===== src/rtl/fir_mac_sequencer.sv =====
// Sequenced FIR: one shared multiply-accumulate walks all taps of a circular
// delay line per accepted sample, then holds a saturated result until taken.
module fir_mac_sequencer #(
    parameter int TAPS      = 10,
    parameter int OUT_SHIFT = 0
) (
    input  logic                    clk,
    input  logic                    reset,
    input  logic                    in_valid,
    output logic                    in_ready,
    input  logic [15:0]             x,
    output logic                    out_valid,
    input  logic                    out_ready,
    output logic [15:0]             y,
    input  logic                    coef_we,
    input  logic [$clog2(TAPS)-1:0] coef_addr,
    input  logic [15:0]             coef_data,
    output logic                    coef_busy,
    output logic                    busy
);
    localparam int AW   = $clog2(TAPS);
    localparam int ACCW = 32 + AW;
    localparam logic [AW:0]   TAPS_L = (AW+1)'(TAPS);
    localparam logic [AW-1:0] LAST   = AW'(TAPS - 1);

    typedef enum logic [1:0] {IDLE, MAC, OUT} state_t;

    state_t            state_q;
    logic [15:0]       delay_q [TAPS];
    logic [15:0]       coef_q  [TAPS];
    logic [AW-1:0]     wp_q, cur_q, k_q;
    logic [ACCW-1:0]   acc_q, acc_d;
    logic [15:0]       y_q, y_d;
    logic              in_ready_q, out_valid_q, busy_q;

    logic [AW:0]       diff;
    logic [AW:0]       rd_full;
    logic [AW-1:0]     rd_idx;
    logic [31:0]       prod;
    logic [ACCW-1:0]   shifted;

    // Tap k reads the sample k positions older than the newest one, modulo TAPS.
    always_comb begin
        diff    = {1'b0, cur_q} + TAPS_L - {1'b0, k_q};
        rd_full = (diff >= TAPS_L) ? diff - TAPS_L : diff;
        rd_idx  = rd_full[AW-1:0];
        prod    = coef_q[k_q] * delay_q[rd_idx];
        acc_d   = acc_q + {{AW{1'b0}}, prod};
        shifted = acc_d >> OUT_SHIFT;
        y_d     = (|shifted[ACCW-1:16]) ? 16'hFFFF : shifted[15:0];
    end

    always_ff @(posedge clk) begin
        if (reset) begin
            state_q     <= IDLE;
            wp_q        <= '0;
            cur_q       <= '0;
            k_q         <= '0;
            acc_q       <= '0;
            y_q         <= '0;
            in_ready_q  <= 1'b1;
            out_valid_q <= 1'b0;
            busy_q      <= 1'b0;
            for (int i = 0; i < TAPS; i++) begin
                delay_q[i] <= '0;
                coef_q[i]  <= 16'd1;
            end
        end else begin
            case (state_q)
                IDLE: begin
                    if (coef_we && ({1'b0, coef_addr} < TAPS_L))
                        coef_q[coef_addr] <= coef_data;
                    if (in_valid) begin
                        delay_q[wp_q] <= x;
                        cur_q         <= wp_q;
                        wp_q          <= (wp_q == LAST) ? '0 : wp_q + 1'b1;
                        acc_q         <= '0;
                        k_q           <= '0;
                        state_q       <= MAC;
                        in_ready_q    <= 1'b0;
                        busy_q        <= 1'b1;
                    end
                end
                MAC: begin
                    acc_q <= acc_d;
                    k_q   <= k_q + 1'b1;
                    // Result is registered on the final tap so OUT presents it immediately.
                    if (k_q == LAST) begin
                        state_q     <= OUT;
                        out_valid_q <= 1'b1;
                        y_q         <= y_d;
                    end
                end
                OUT: begin
                    if (out_ready) begin
                        state_q     <= IDLE;
                        out_valid_q <= 1'b0;
                        in_ready_q  <= 1'b1;
                        busy_q      <= 1'b0;
                    end
                end
                default: state_q <= IDLE;
            endcase
        end
    end

    assign in_ready  = in_ready_q;
    assign coef_busy = ~in_ready_q;
    assign out_valid = out_valid_q;
    assign busy      = busy_q;
    assign y         = y_q;
endmodule


===== config.mk =====
export PLATFORM = sky130hd
export DESIGN_NAME = fir_mac_sequencer
export DESIGN_NICKNAME = d
export VERILOG_FILES = /design/src/rtl/fir_mac_sequencer.sv
export SDC_FILE = /design/constraint.sdc
export NUM_CORES = 2
export LEC_CHECK = 0
export CORE_AREA = 2 2 304 306
export CTS_BUF_LIST = sky130_fd_sc_hd__clkbuf_8
export CTS_CLUSTER_SIZE = 25
export DETAILED_ROUTE_END_ITERATION = 8
export DIE_AREA = 0 0 306 308
export PLACE_DENSITY = 0.58
export RECOVER_POWER = 25
export SETUP_SLACK_MARGIN = 0.1
export SLEW_MARGIN = 10
export SYNTH_ARGS = -nofsm -noshare
export SYNTH_HDL_FRONTEND = slang
export SYNTH_SLANG_ARGS = --single-unit

===== constraint.sdc =====
create_clock -name clk -period 12.8 [get_ports clk]
set_input_delay 2.56 -clock clk [delete_from_list [all_inputs] [get_ports clk]]
set_output_delay 2.56 -clock clk [all_outputs]
set_load 0.02 [all_outputs]

==> results.tsv <==
stage	metric	value	unit
worst_setup_path	CP Launch Type	flip-flop	
clocking	total CTS buffers	97	
sta	TNS Setup	0	ns
cells_and_area	fillers	8564	
drt	drt first pass iters	6	
worst_setup_path	FF-to-FF End	y[14]$_SDFFE_PP0P_	
grt	GRT Total Usage	18.3	%
sta	relative slew slack	-165	%
drt	DR DRC count	0	
job	Max Cap Viol	2	
synth	post-synth top area share	44.8	%
worst_setup_path	start of the worst register-to-register path	k_q[0]$_SDFFE_PP0P_	
placement	input/output buffers	60	
grt	first-pass GRT wire length	132000	µm
drt	Vias	21200	
synth	mapped cell area	34300	µm²
clocking	H-tree Lvls	3	
sta	max-slew violations	116	
floorplanning	I/O pins	61	
synth	synthesized area per cell	12.4	µm²
clocking	setup bufs post-CTS	0	
sta	maximum clock rate	0.0902	GHz
hold_path	Worst Hold Launch	cur_q[0]$_SDFFE_PP0P_	
clocking	root buffer cell	clkbuf_8	
sta	Clock Skew	0.0403	ns
floorplanning	core box area	91000	µm²
cells_and_area	Net count, final	3300	
floorplanning	Starting Density	37.7	%
sta	final worst path period need	11.09	ns
hold_path	worst hold path type	reg2reg	
worst_setup_path	CP most frequent cell	fa_1	
synth	Synth warnings	0	
worst_setup_path	critical path required time	13.41	ns
drt	vias per cell	5.08	
grt	gr ovfl total	0	
synth	Seq cells post-synth	585	
synth	library cells used by synthesis	71	
synth	Synth Flop Type	edfxtp_1	
synth	most frequent cell after synthesis	edfxtp_1	
floorplanning	die height	308	µm
worst_setup_path	slowest CP cell	or4_1	
synth	post-synthesis sequential area ratio	49.1	%
clocking	CTS Hold Bufs	0	
synth	ys async rst share	0	%
hold_path	destination of the worst hold path	cur_q[0]$_SDFFE_PP0P_	
grt	largest net degree at the start of global routing	81	
placement	routability congestion estimate	0.840	
synth	cell accounting for the most synthesized area	edfxtp_1	
sta	final worst path period share	86.6	%
clocking	CTS sink count	585	
clocking	post_cts resized	0	
worst_setup_path	CP max FO	64	
synth	top cells by count, synth	edfxtp_1 (512), inv_1 (401), nor2_1 (356), fa_1 (227), nand2_1 (217)	
worst_setup_path	Setup CP Type	reg2reg	
floorplanning	die area	94200	µm²
clocking	worst skew pair latency	0.73	ns
grt	number of global-route vias before repair	22300	
floorplanning	Rows	111	
cells_and_area	P&R area growth vs syn	11.5	%
cells_and_area	layout cells sized above 1	11.1	%
drt	Antenna Nets Post-Route	0	
clocking	CTS max path bufs	3	
synth	number of flops mapped to enable cells by yosys	512	
clocking	CTS tree	yes	
worst_setup_path	Reg2Reg Setup Slack	1.71	ns
synth	Post-Syn Instances	2759	
sta	RSZ-0062 raised after global routing	false	
drt	1st-iter DRT viols	1800	
grt	initial antenna violation count	2	
worst_setup_path	Critical Path Sink Type	flip-flop	
worst_setup_path	Worst path max stage delay	0.86	ns
placement	dpl hpwl	56000	µm
sta	Final Hold Vio Count	0	
worst_setup_path	worst path arrival time	11.69	ns
sta	Slew @ Worst Pin	3.97	ns
drt	post-detailed-route wirelength per cell	20.1	µm
floorplanning	Die Wd	306	µm
hold_path	hold depth	2	
run_status	outcome	finished with violations	
worst_setup_path	reg2reg path depth	35	
clocking	Clock Pin Slew Worst Setup and Hold Paths	0.06	ns
synth	Area contributors post-synth	edfxtp_1 (45%), fa_1 (13%), mux4_2 (9.1%), inv_1 (4.4%), ha_1 (4.4%)	
drt	WL final	83800	µm
run_status	failing checks	max-capacitance violations, max-slew violations	
sta	Final setup viols	0	
worst max-delay path: cells and delay by family (launching register included):
kind	cells	cell delay [ns]
buf+inv	7	0.73
compound gates	8	1.85
simple gates	4	1.93
mux	3	1.20
flops	1	0.46
fa+ha+maj	11	4.46
xor+xnor	2	0.27
registers in the layout, indices dropped and copies added, names as in the netlist, named ones only:
signal / count
in_ready: 1
wp_q: 4
y: 16
busy: 1
acc_q: 36
k_q: 4
cur_q: 4
out_valid: 1
coef_q: 256
delay_q: 256
state_q: 2
cells in the final DEF (no fill, tap or decap), types with 9 or more instances in the layout:
cell type and count:
nand4_1 15, a31oi_1 10, a21o_1 18, mux2i_1 44, dfxtp_1 71, clkbuf_8 102, nor3_1 10, nor2_1 356
nor2b_1 86, clkdlybuf4s50_1 57, xor2_1 12, buf_4 34, mux4_2 138, inv_1 434, and3_1 18, nand2_1 217
edfxtp_1 512, o21ai_0 19, or2_2 9, conb_1 96, and2_1 47, fa_1 227, xnor2_1 19, clkinv_1 21
nand3_1 45, nand2b_1 44, ha_1 119, a21oi_1 65, o31a_1 12
cell type report:
type                    count  area, µm²  area share (%)
multi-input cells        1726      15700            41.1
inverters                 401       1510            3.94
clock inverters            66        368           0.962
repair buffers            101        892            2.33
diodes                      1       2.50         0.00655
well taps                1186       1480            3.88
flip-flops and latches    585      16800            44.1
clock buffers             102       1400            3.67
metrics by stage:
step	std cells	util (%)	area, µm²	hold WS, ns	worst slack [ns]
5_1_grt	4168	42.0	38200	0.488	1.12
3_5_place_dp	3999	40.1	36500	0.453	1.75
2_1_floorplan	2854	-	34600	0.436	2.37
6_report	4168	42.0	38200	0.461	1.71
4_1_cts	4167	42.1	38300	0.463	1.72
3_3_place_gp	3999	40.1	36500	0.447	1.89
kinds of logic after synthesis:
logic type / count (synthesis) / share of synthesized area [%]
AO/OA/AOI/OAI: 190 / 3.73
XOR/XNOR: 32 / 0.839
adder cells (fa/ha/maj): 347 / 17.6
buffers and inverters: 543 / 6.20
flip-flops: 585 / 49.1
multiplexers: 194 / 11.0
other: 1 / 0.0109
AND/OR/NAND/NOR: 867 / 11.5
worst max path at each step:
stage | cells after the start | slack, ns | endpoint | startpoint
4_1_cts | 35 | 1.72 | y[14]$_SDFFE_PP0P_ | cur_q[1]$_SDFFE_PP0P_
6_report | 35 | 1.71 | y[14]$_SDFFE_PP0P_ | k_q[0]$_SDFFE_PP0P_
3_3_place_gp | 36 | 1.89 | y[14]$_SDFFE_PP0P_ | cur_q[1]$_SDFFE_PP0P_
2_1_floorplan | 41 | 2.37 | y[10]$_SDFFE_PP0P_ | cur_q[1]$_SDFFE_PP0P_
5_1_grt | 35 | 1.12 | y[5]$_SDFFE_PP0P_ | k_q[1]$_SDFFE_PP0P_
3_5_place_dp | 34 | 1.75 | y[13]$_SDFFE_PP0P_ | k_q[0]$_SDFFE_PP0P_
per-layer routing:
| metal | GRT usage [%] | part of all wire [%] | vias up |
|---|---|---|---|
| li1 | - | - | 9580 |
| met1 | 26.0 | 46 | 10800 |
| met2 | 28.5 | 45 | 653 |
| met5 | 0 | 0 | - |
| met3 | 3.39 | 6.4 | 143 |
| met4 | 5.72 | 2.6 | 0 |
Power is not shown: default switching activity piles up to over one toggle a cycle in this logic, so the estimate is an artifact.
